===== src/rtl/vga_scan_timing.sv =====
// vga_scan_timing: raster scan generator for the game display.
// Produces the pixel-enable strobe, column/row counters, active-low HS/VS,
// blank and a frame-start pulse. Default timing is 640x480 @ 60 Hz with a
// 50 MHz clock divided by 2.
// Optional feature macro: VGA_FRAME_COUNT_EN adds a 16-bit frame counter
// output (frame_cnt) that advances on every frame_start pulse.
`timescale 1ns/1ps
module vga_scan_timing #(
  parameter int H_VISIBLE = 640,
  parameter int H_FP      = 16,
  parameter int H_SYNC    = 96,
  parameter int H_BP      = 48,
  parameter int V_VISIBLE = 480,
  parameter int V_FP      = 10,
  parameter int V_SYNC    = 2,
  parameter int V_BP      = 33,
  parameter int CLK_DIV   = 2,
  localparam int H_TOTAL  = H_VISIBLE + H_FP + H_SYNC + H_BP,
  localparam int V_TOTAL  = V_VISIBLE + V_FP + V_SYNC + V_BP,
  localparam int CW       = $clog2(H_TOTAL),
  localparam int RW       = $clog2(V_TOTAL)
) (
  input  logic          clock,
  input  logic          reset,
  output logic          pix_en,
  output logic [CW-1:0] col,
  output logic [RW-1:0] row,
  output logic          HS,
  output logic          VS,
  output logic          blank,
  output logic          frame_start
`ifdef VGA_FRAME_COUNT_EN
  ,
  output logic [15:0]   frame_cnt
`endif
);

  // Divider width; a one-bit counter that stays at 0 covers CLK_DIV=1.
  localparam int DW = (CLK_DIV > 1) ? $clog2(CLK_DIV) : 1;

  localparam logic [DW-1:0] DIV_LAST = DW'(CLK_DIV - 1);
  localparam logic [CW-1:0] COL_LAST = CW'(H_TOTAL - 1);
  localparam logic [RW-1:0] ROW_LAST = RW'(V_TOTAL - 1);

  // Decode boundaries carry one spare bit so an end bound equal to a power
  // of two (e.g. zero back porch) still compares correctly.
  localparam logic [CW:0] H_VIS_C  = (CW+1)'(H_VISIBLE);
  localparam logic [CW:0] HS_START = (CW+1)'(H_VISIBLE + H_FP);
  localparam logic [CW:0] HS_END   = (CW+1)'(H_VISIBLE + H_FP + H_SYNC);
  localparam logic [RW:0] V_VIS_C  = (RW+1)'(V_VISIBLE);
  localparam logic [RW:0] VS_START = (RW+1)'(V_VISIBLE + V_FP);
  localparam logic [RW:0] VS_END   = (RW+1)'(V_VISIBLE + V_FP + V_SYNC);

  logic [DW-1:0] div_q, div_d;
  logic          pix_en_q, pix_en_d;
  logic [CW-1:0] col_q, col_d;
  logic [RW-1:0] row_q, row_d;
  logic          row_step;

  // Next-state: divider wrap, strobe decode, column advance and row step.
  always_comb begin
    div_d    = div_q;
    pix_en_d = 1'b0;
    col_d    = col_q;
    row_d    = row_q;
    row_step = 1'b0;

    if (div_q == DIV_LAST) begin
      div_d = '0;
    end else begin
      div_d = div_q + DW'(1);
    end
    // Registered decode: the strobe appears the cycle after div hits its last value.
    pix_en_d = (div_q == DIV_LAST);

    if (pix_en_q) begin
      if (col_q == COL_LAST) begin
        col_d    = '0;
        row_step = 1'b1;
      end else begin
        col_d = col_q + CW'(1);
      end
    end

    if (row_step) begin
      if (row_q == ROW_LAST) begin
        row_d = '0;
      end else begin
        row_d = row_q + RW'(1);
      end
    end
  end

  // State registers; reset abandons any partial line or frame immediately.
  always_ff @(posedge clock) begin
    if (reset) begin
      div_q    <= '0;
      pix_en_q <= 1'b0;
      col_q    <= '0;
      row_q    <= '0;
    end else begin
      div_q    <= div_d;
      pix_en_q <= pix_en_d;
      col_q    <= col_d;
      row_q    <= row_d;
    end
  end

  // Zero-latency sync/blank/frame decode from the registered counters.
  always_comb begin
    HS          = !(({1'b0, col_q} >= HS_START) && ({1'b0, col_q} < HS_END));
    VS          = !(({1'b0, row_q} >= VS_START) && ({1'b0, row_q} < VS_END));
    blank       = ({1'b0, col_q} >= H_VIS_C) || ({1'b0, row_q} >= V_VIS_C);
    frame_start = pix_en_q && (col_q == '0) && (row_q == '0);
  end

  assign pix_en = pix_en_q;
  assign col    = col_q;
  assign row    = row_q;

`ifdef VGA_FRAME_COUNT_EN
  logic [15:0] frame_cnt_q;

  // Frame counter: one step per frame_start, natural 16-bit wrap.
  always_ff @(posedge clock) begin
    if (reset) begin
      frame_cnt_q <= '0;
    end else if (frame_start) begin
      frame_cnt_q <= frame_cnt_q + 16'd1;
    end
  end

  assign frame_cnt = frame_cnt_q;
`endif

endmodule


===== config.mk =====
export PLATFORM = sky130hd
export DESIGN_NAME = vga_scan_timing
export DESIGN_NICKNAME = d
export VERILOG_FILES = /design/src/rtl/vga_scan_timing.sv
export SDC_FILE = /design/constraint.sdc
export NUM_CORES = 1
export LEC_CHECK = 0
export ABC_AREA = 1
export CORE_UTILIZATION = 45
export DETAILED_ROUTE_END_ITERATION = 6
export DONT_BUFFER_PORTS = 1
export HOLD_SLACK_MARGIN = 0.1
export PLACE_DENSITY = 0.66
export SYNTH_ARGS = -nofsm -noshare
export SYNTH_HDL_FRONTEND = slang
export SYNTH_SLANG_ARGS = --single-unit

===== constraint.sdc =====
create_clock -name clock -period 1.65 [get_ports clock]
set_clock_uncertainty 0.2 [all_clocks]
set_input_delay 0.2475 -clock clock [delete_from_list [all_inputs] [get_ports clock]]
set_output_delay 0.2475 -clock clock [all_outputs]
set_load 0.03 [all_outputs]

== Word level (Yosys, flattened, before mapping) ==
Index checks and enable logic that the tools add are counted.
Operators by class
  $add $sub $neg: 3
  $lt $le $gt $ge: 6
  equal/unequal tests: 2
  mux-type cells: 4
  reduce and logical (&&, ||, !) cells: 10
Operator list (number)
  10-bit by 1-bit adder with 10-bit output (second input constant): 2
  10-bit == test (second input constant): 2
  10-bit greater-or-equal comparator (second input constant): 2
  10-bit by 9-bit greater-or-equal comparator with 1-bit output (second input constant): 2
  10-bit zero test: 2
  10-bit 2-to-1 mux: 2
  10-bit < comparator (second input constant): 1
  10-bit by 9-bit < comparator with 1-bit output (second input constant): 1
  1-bit logical AND: 4
  1-bit zero test: 2
  1-bit 2-to-1 mux: 2
  2-bit OR reduction: 1
  1-bit adder (second input constant): 1
  1-bit logical OR: 1
Word-level totals
  flip-flop bits (word level): 22
  input port bits: 2
  output and inout port bits: 25
  word-level logic and storage cells: 29

== Logic depth before layout (Yosys ltp) ==
  depth in word-level cells: 3
  gate-level depth with buffers: 9
  mapped depth without buffers: 9

== Least setup slack after synthesis ==
OpenSTA, ideal clock, no wires.
  kind: reg-to-output
  from: register pix_en_q (netlist: pix_en)
  to: output port frame_start
  data arrival time: 1.469 ns
  data required time: 1.202 ns
  setup slack: -0.267 ns
  stages on the path, launching flop included: 6
  buffers on the path: 1
  cells stage by stage: dfxtp_1 -> buf_4 -> inv_1 -> nor3_1 -> nand4_1 -> nor2_1
On the way
  word-level cells in the longest chain between the ends: 2
Ends and longest elaborated chain
  from (decl): line 55  | logic pix_en_q, pix_en_d;
  from (signal assigned): line 103  | pix_en_q <= pix_en_d;
  1-bit logical AND (2 in a row): line 114  | frame_start = pix_en_q && (col_q == '0) && (row_q == '0);
  to (decl): line 31  | output logic frame_start
No other way between the ends.

== Worst setup path in the final report ==
  from: register col_q[0] (netlist: col[0])
  to: output port frame_start
On the way
  word-level cells in the longest chain between the ends: 3
Ends and longest elaborated chain
  from (decl): line 56  | logic [CW-1:0] col_q, col_d;
  from (signal assigned): line 104  | col_q <= col_d;
  10-bit zero test: line 114
  1-bit logical AND (2 in a row): line 114
No other way between the ends.

==> run metrics <==
Total Routing Usage GR 22.0%; leading post-synthesis cells by cell area sky130_fd_sc_hd__dfxtp_1 (33%), sky130_fd_sc_hd__nand2_1 (15%), sky130_fd_sc_hd__nor2_1 (9.3%); share of synthesized cell area in and, or, nand and nor gates 43.7%; worst setup margin -0.256 ns; Synth Instances 202; final worst-path cycle share 116%; number of failing setup endpoints in the final timing report 4; post-detailed-route DRC marker count 0; Mapped Nets 209; total power divided by cell area 503 nW/µm²; warning count from the yosys run 0; WP data arrival 1.46 ns; startpoint class of the critical path flop; cells along the critical path buf_4, inv_1, ha_1, nand4_1, nor2_4; share of synthesized cell area in full adder, half adder and majority cells 4.70%; worst skew pair latency 0.30 ns; Post-Synthesis Mean Instance Area around 6.6 µm²; number of design-rule violations left by the first detailed-router iteration 24; total power after layout a little over 0.9 mW; Max VDD drop 0.000485 V; Root Buffer Master sky130_fd_sc_hd__clkbuf_4; final RePlAce weighted congestion about 0.83; area delta synth->final 36.1%; synthesized flop and latch total 22; clock network fraction of total power around a third; largest net degree at the start of global routing 13; number of H-tree branching levels 1; hold violation total from the final report 0; reported max-cap violation count 0; share of the synthesized area in compound gates (AO/OA/AOI/OAI) 6.21%; Max Root-Sink Buffers 2; setup TNS -0.396 ns; required time of the worst setup path 1.20 ns; unrepaired setup endpoints after global routing true; number of buffers created by CTS 3; floorplan row count 19; net switching fraction of the power 24.2%; total congestion overflow 0; starting utilization of the core area between 40% and 50%; number of top-level pins 27; CTS tree done; Die Y-Extent 56.4 µm; Global Route met1 Usage 27.7%; area of the core 2780 µm²; Max Transition Viols Final 0; Internal Power between 0.6 and 0.7 mW; DP Area 1600 µm²; run status complete, but fails checks; critical path's largest stage delay 0.37 ns; clock sink total 22; part of the total power dissipated in sequential elements 59.2%; main combinational cell family by area after synthesis simple AND/OR/NAND/NOR gates; half-perimeter wire length after placement 2.55 mm; Clk pin slew, worst setup/hold paths 0.12 ns; final design area excluding fillers 1810 µm²; GRT busiest layer met2; Synth area leader sky130_fd_sc_hd__dfxtp_1; wire length per cell around 13 µm; input/output buffers 0; kind of cell adding the most delay to the critical path simple AND/OR/NAND/NOR gates; LEAKAGE 0.853 nW; power dissipated by switching net loads 0.221 mW; violations in the final reports setup timing; wire length after detailed routing 3.42 mm; vias post-DR between 1000 and 1500; mux share of post-synthesis cell area 0%; shortest period the worst path allows 1.91 ns; total die area about 3200 µm²; cell area after synthesis ~1300 µm²; first-pass detailed-route iteration total 5; global-route track usage on met2 between 30% and 40%; portion of total power attributed to combinational logic 7.5%; worst hold margin 0.221 ns; grt met3 use 4.15%; pin slew with the least headroom to its limit 0.445 ns; total buffers and inverters traversed by the critical path 2; highest-delay cell along the critical path sky130_fd_sc_hd__dfxtp_4; NumNets Final 249; Unique masters post-synth 24; Highest Clock Rate 0.525 GHz; fraction of layout instances using a drive strength above 1 39.0%; CP Max Fanout 4; Setup CP Type reg2out; critical path endpoint category primary output; via density per instance around 5.1; worst slew margin relative to its limit 70.3%; post-synthesis share of cell area spent on xor and xnor gates 2.63%; via count of the first global-routing pass 1282; Hold WC Path Type reg2reg; proportion of netlist area held by the largest area contributor 33.1%; post-synthesis sequential area ratio 33.1%; first-pass GRT wire length 5.56 mm; initial antenna violation count 0; Ant. Diodes 0; DIE WIDTH 56.4 µm; ANT nets after route 0
==> cell type report <==
class / count / area, µm²
inverters: 31 / 119
flip-flops and latches: 22 / 470
well taps: 31 / 38.8
fillers: 253 / 971
clock buffers: 4 / 36.3
repair buffers: 37 / 290
multi-input cells: 147 / 856
==> cell families after synthesis <==
group,count (synthesis)
flip-flops,22
AND/OR/NAND/NOR,124
buffers and inverters,33
AO/OA/AOI/OAI,14
XOR/XNOR,4
adder cells (fa/ha/maj),5
==> state kept, by name (all words and copies together) (netlist names) <==
signal	flops
col	10
row	10
div_q	1
pix_en	1
==> synth_stat cells <==
library cell,count
sky130_fd_sc_hd__nor3_1,4
sky130_fd_sc_hd__o21bai_2,1
sky130_fd_sc_hd__clkbuf_1,1
sky130_fd_sc_hd__o21ai_0,3
sky130_fd_sc_hd__buf_4,1
sky130_fd_sc_hd__nand2_4,3
sky130_fd_sc_hd__a21oi_1,7
sky130_fd_sc_hd__dfxtp_1,22
sky130_fd_sc_hd__nor2_2,4
sky130_fd_sc_hd__nor2_4,2
sky130_fd_sc_hd__o22ai_1,1
sky130_fd_sc_hd__ha_1,5
sky130_fd_sc_hd__xor2_1,4
sky130_fd_sc_hd__nor3_2,1
sky130_fd_sc_hd__inv_1,30
sky130_fd_sc_hd__nand3_4,1
sky130_fd_sc_hd__nand2_1,53
sky130_fd_sc_hd__o211ai_1,2
sky130_fd_sc_hd__nand4_1,7
sky130_fd_sc_hd__nand3_1,11
sky130_fd_sc_hd__nor2_1,33
sky130_fd_sc_hd__inv_2,1
sky130_fd_sc_hd__nand2_2,4
sky130_fd_sc_hd__nor4_1,1
==> layout by cell type, fill, tap and decap left out, types with 3 or more instances in the layout <==
master and n:
sky130_fd_sc_hd__nor2_4 4, sky130_fd_sc_hd__nor2_2 8, sky130_fd_sc_hd__o21ai_0 3, sky130_fd_sc_hd__nor2_1 27, sky130_fd_sc_hd__ha_4 3, sky130_fd_sc_hd__nand2_4 4, sky130_fd_sc_hd__nand2_1 50, sky130_fd_sc_hd__buf_4 34
sky130_fd_sc_hd__nand3_1 10, sky130_fd_sc_hd__nand4_1 7, sky130_fd_sc_hd__dfxtp_2 12, sky130_fd_sc_hd__inv_1 25, sky130_fd_sc_hd__dfxtp_4 4, sky130_fd_sc_hd__a21oi_1 7, sky130_fd_sc_hd__clkbuf_4 3, sky130_fd_sc_hd__dfxtp_1 6
sky130_fd_sc_hd__nand2_2 6, sky130_fd_sc_hd__nor3_1 3, sky130_fd_sc_hd__xor2_1 4, sky130_fd_sc_hd__inv_2 5
==> timing repair <==
action,4_1_cts,5_1_grt
cloned,0,0
hold endpoints to repair,15,0
hold buffers,1,0
resized for setup,24,15
pin swaps,11,10
setup endpoints to repair,4,14
setup buffers,5,2
==> path summary, 6_finish.rpt <==
| check | cells after the start | slack, ns | endpoint | start |
|---|---|---|---|---|
| worst max-delay path | 5 | -0.26 | frame_start | col[0] |
| worst min-delay path | 1 | 0.22 | div_q | div_q |
| worst max register to register | 8 | 0.07 | row[7] | col[0] |
| worst min register to register | 1 | 0.22 | div_q | div_q |
==> metrics by stage <==
step | cells | setup WS (ns) | utilization (%)
after floorplan | 202 | -0.0325 | -
after global placement | 260 | -0.000931 | 57.5
after detailed placement | 260 | 0.0164 | 57.5
after CTS | 270 | -0.271 | 62.9
after global routing | 272 | -0.325 | 65.1
final | 272 | -0.256 | 65.1
==> layer usage <==
layer	wire length, µm	up-vias
li1	-	713
met1	1480	638
met2	1700	37
met3	189	6
met4	59	0
met5	0	-
==> power groups by stage <==
| stage | Clock (mW) | Combinational, mW | Sequential [mW] |
|---|---|---|---|
| finish | 0.303 | 0.0685 | 0.539 |
| global route | 0.325 | 0.0751 | 0.540 |
| CTS | 0.315 | 0.0657 | 0.538 |
| detailed placement | 0 | 0.0597 | 0.551 |
| global placement | 0 | 0.0580 | 0.551 |
| floorplan | 0 | 0.0376 | 0.561 |
Note: power is estimated with default switching activity, not from simulation.
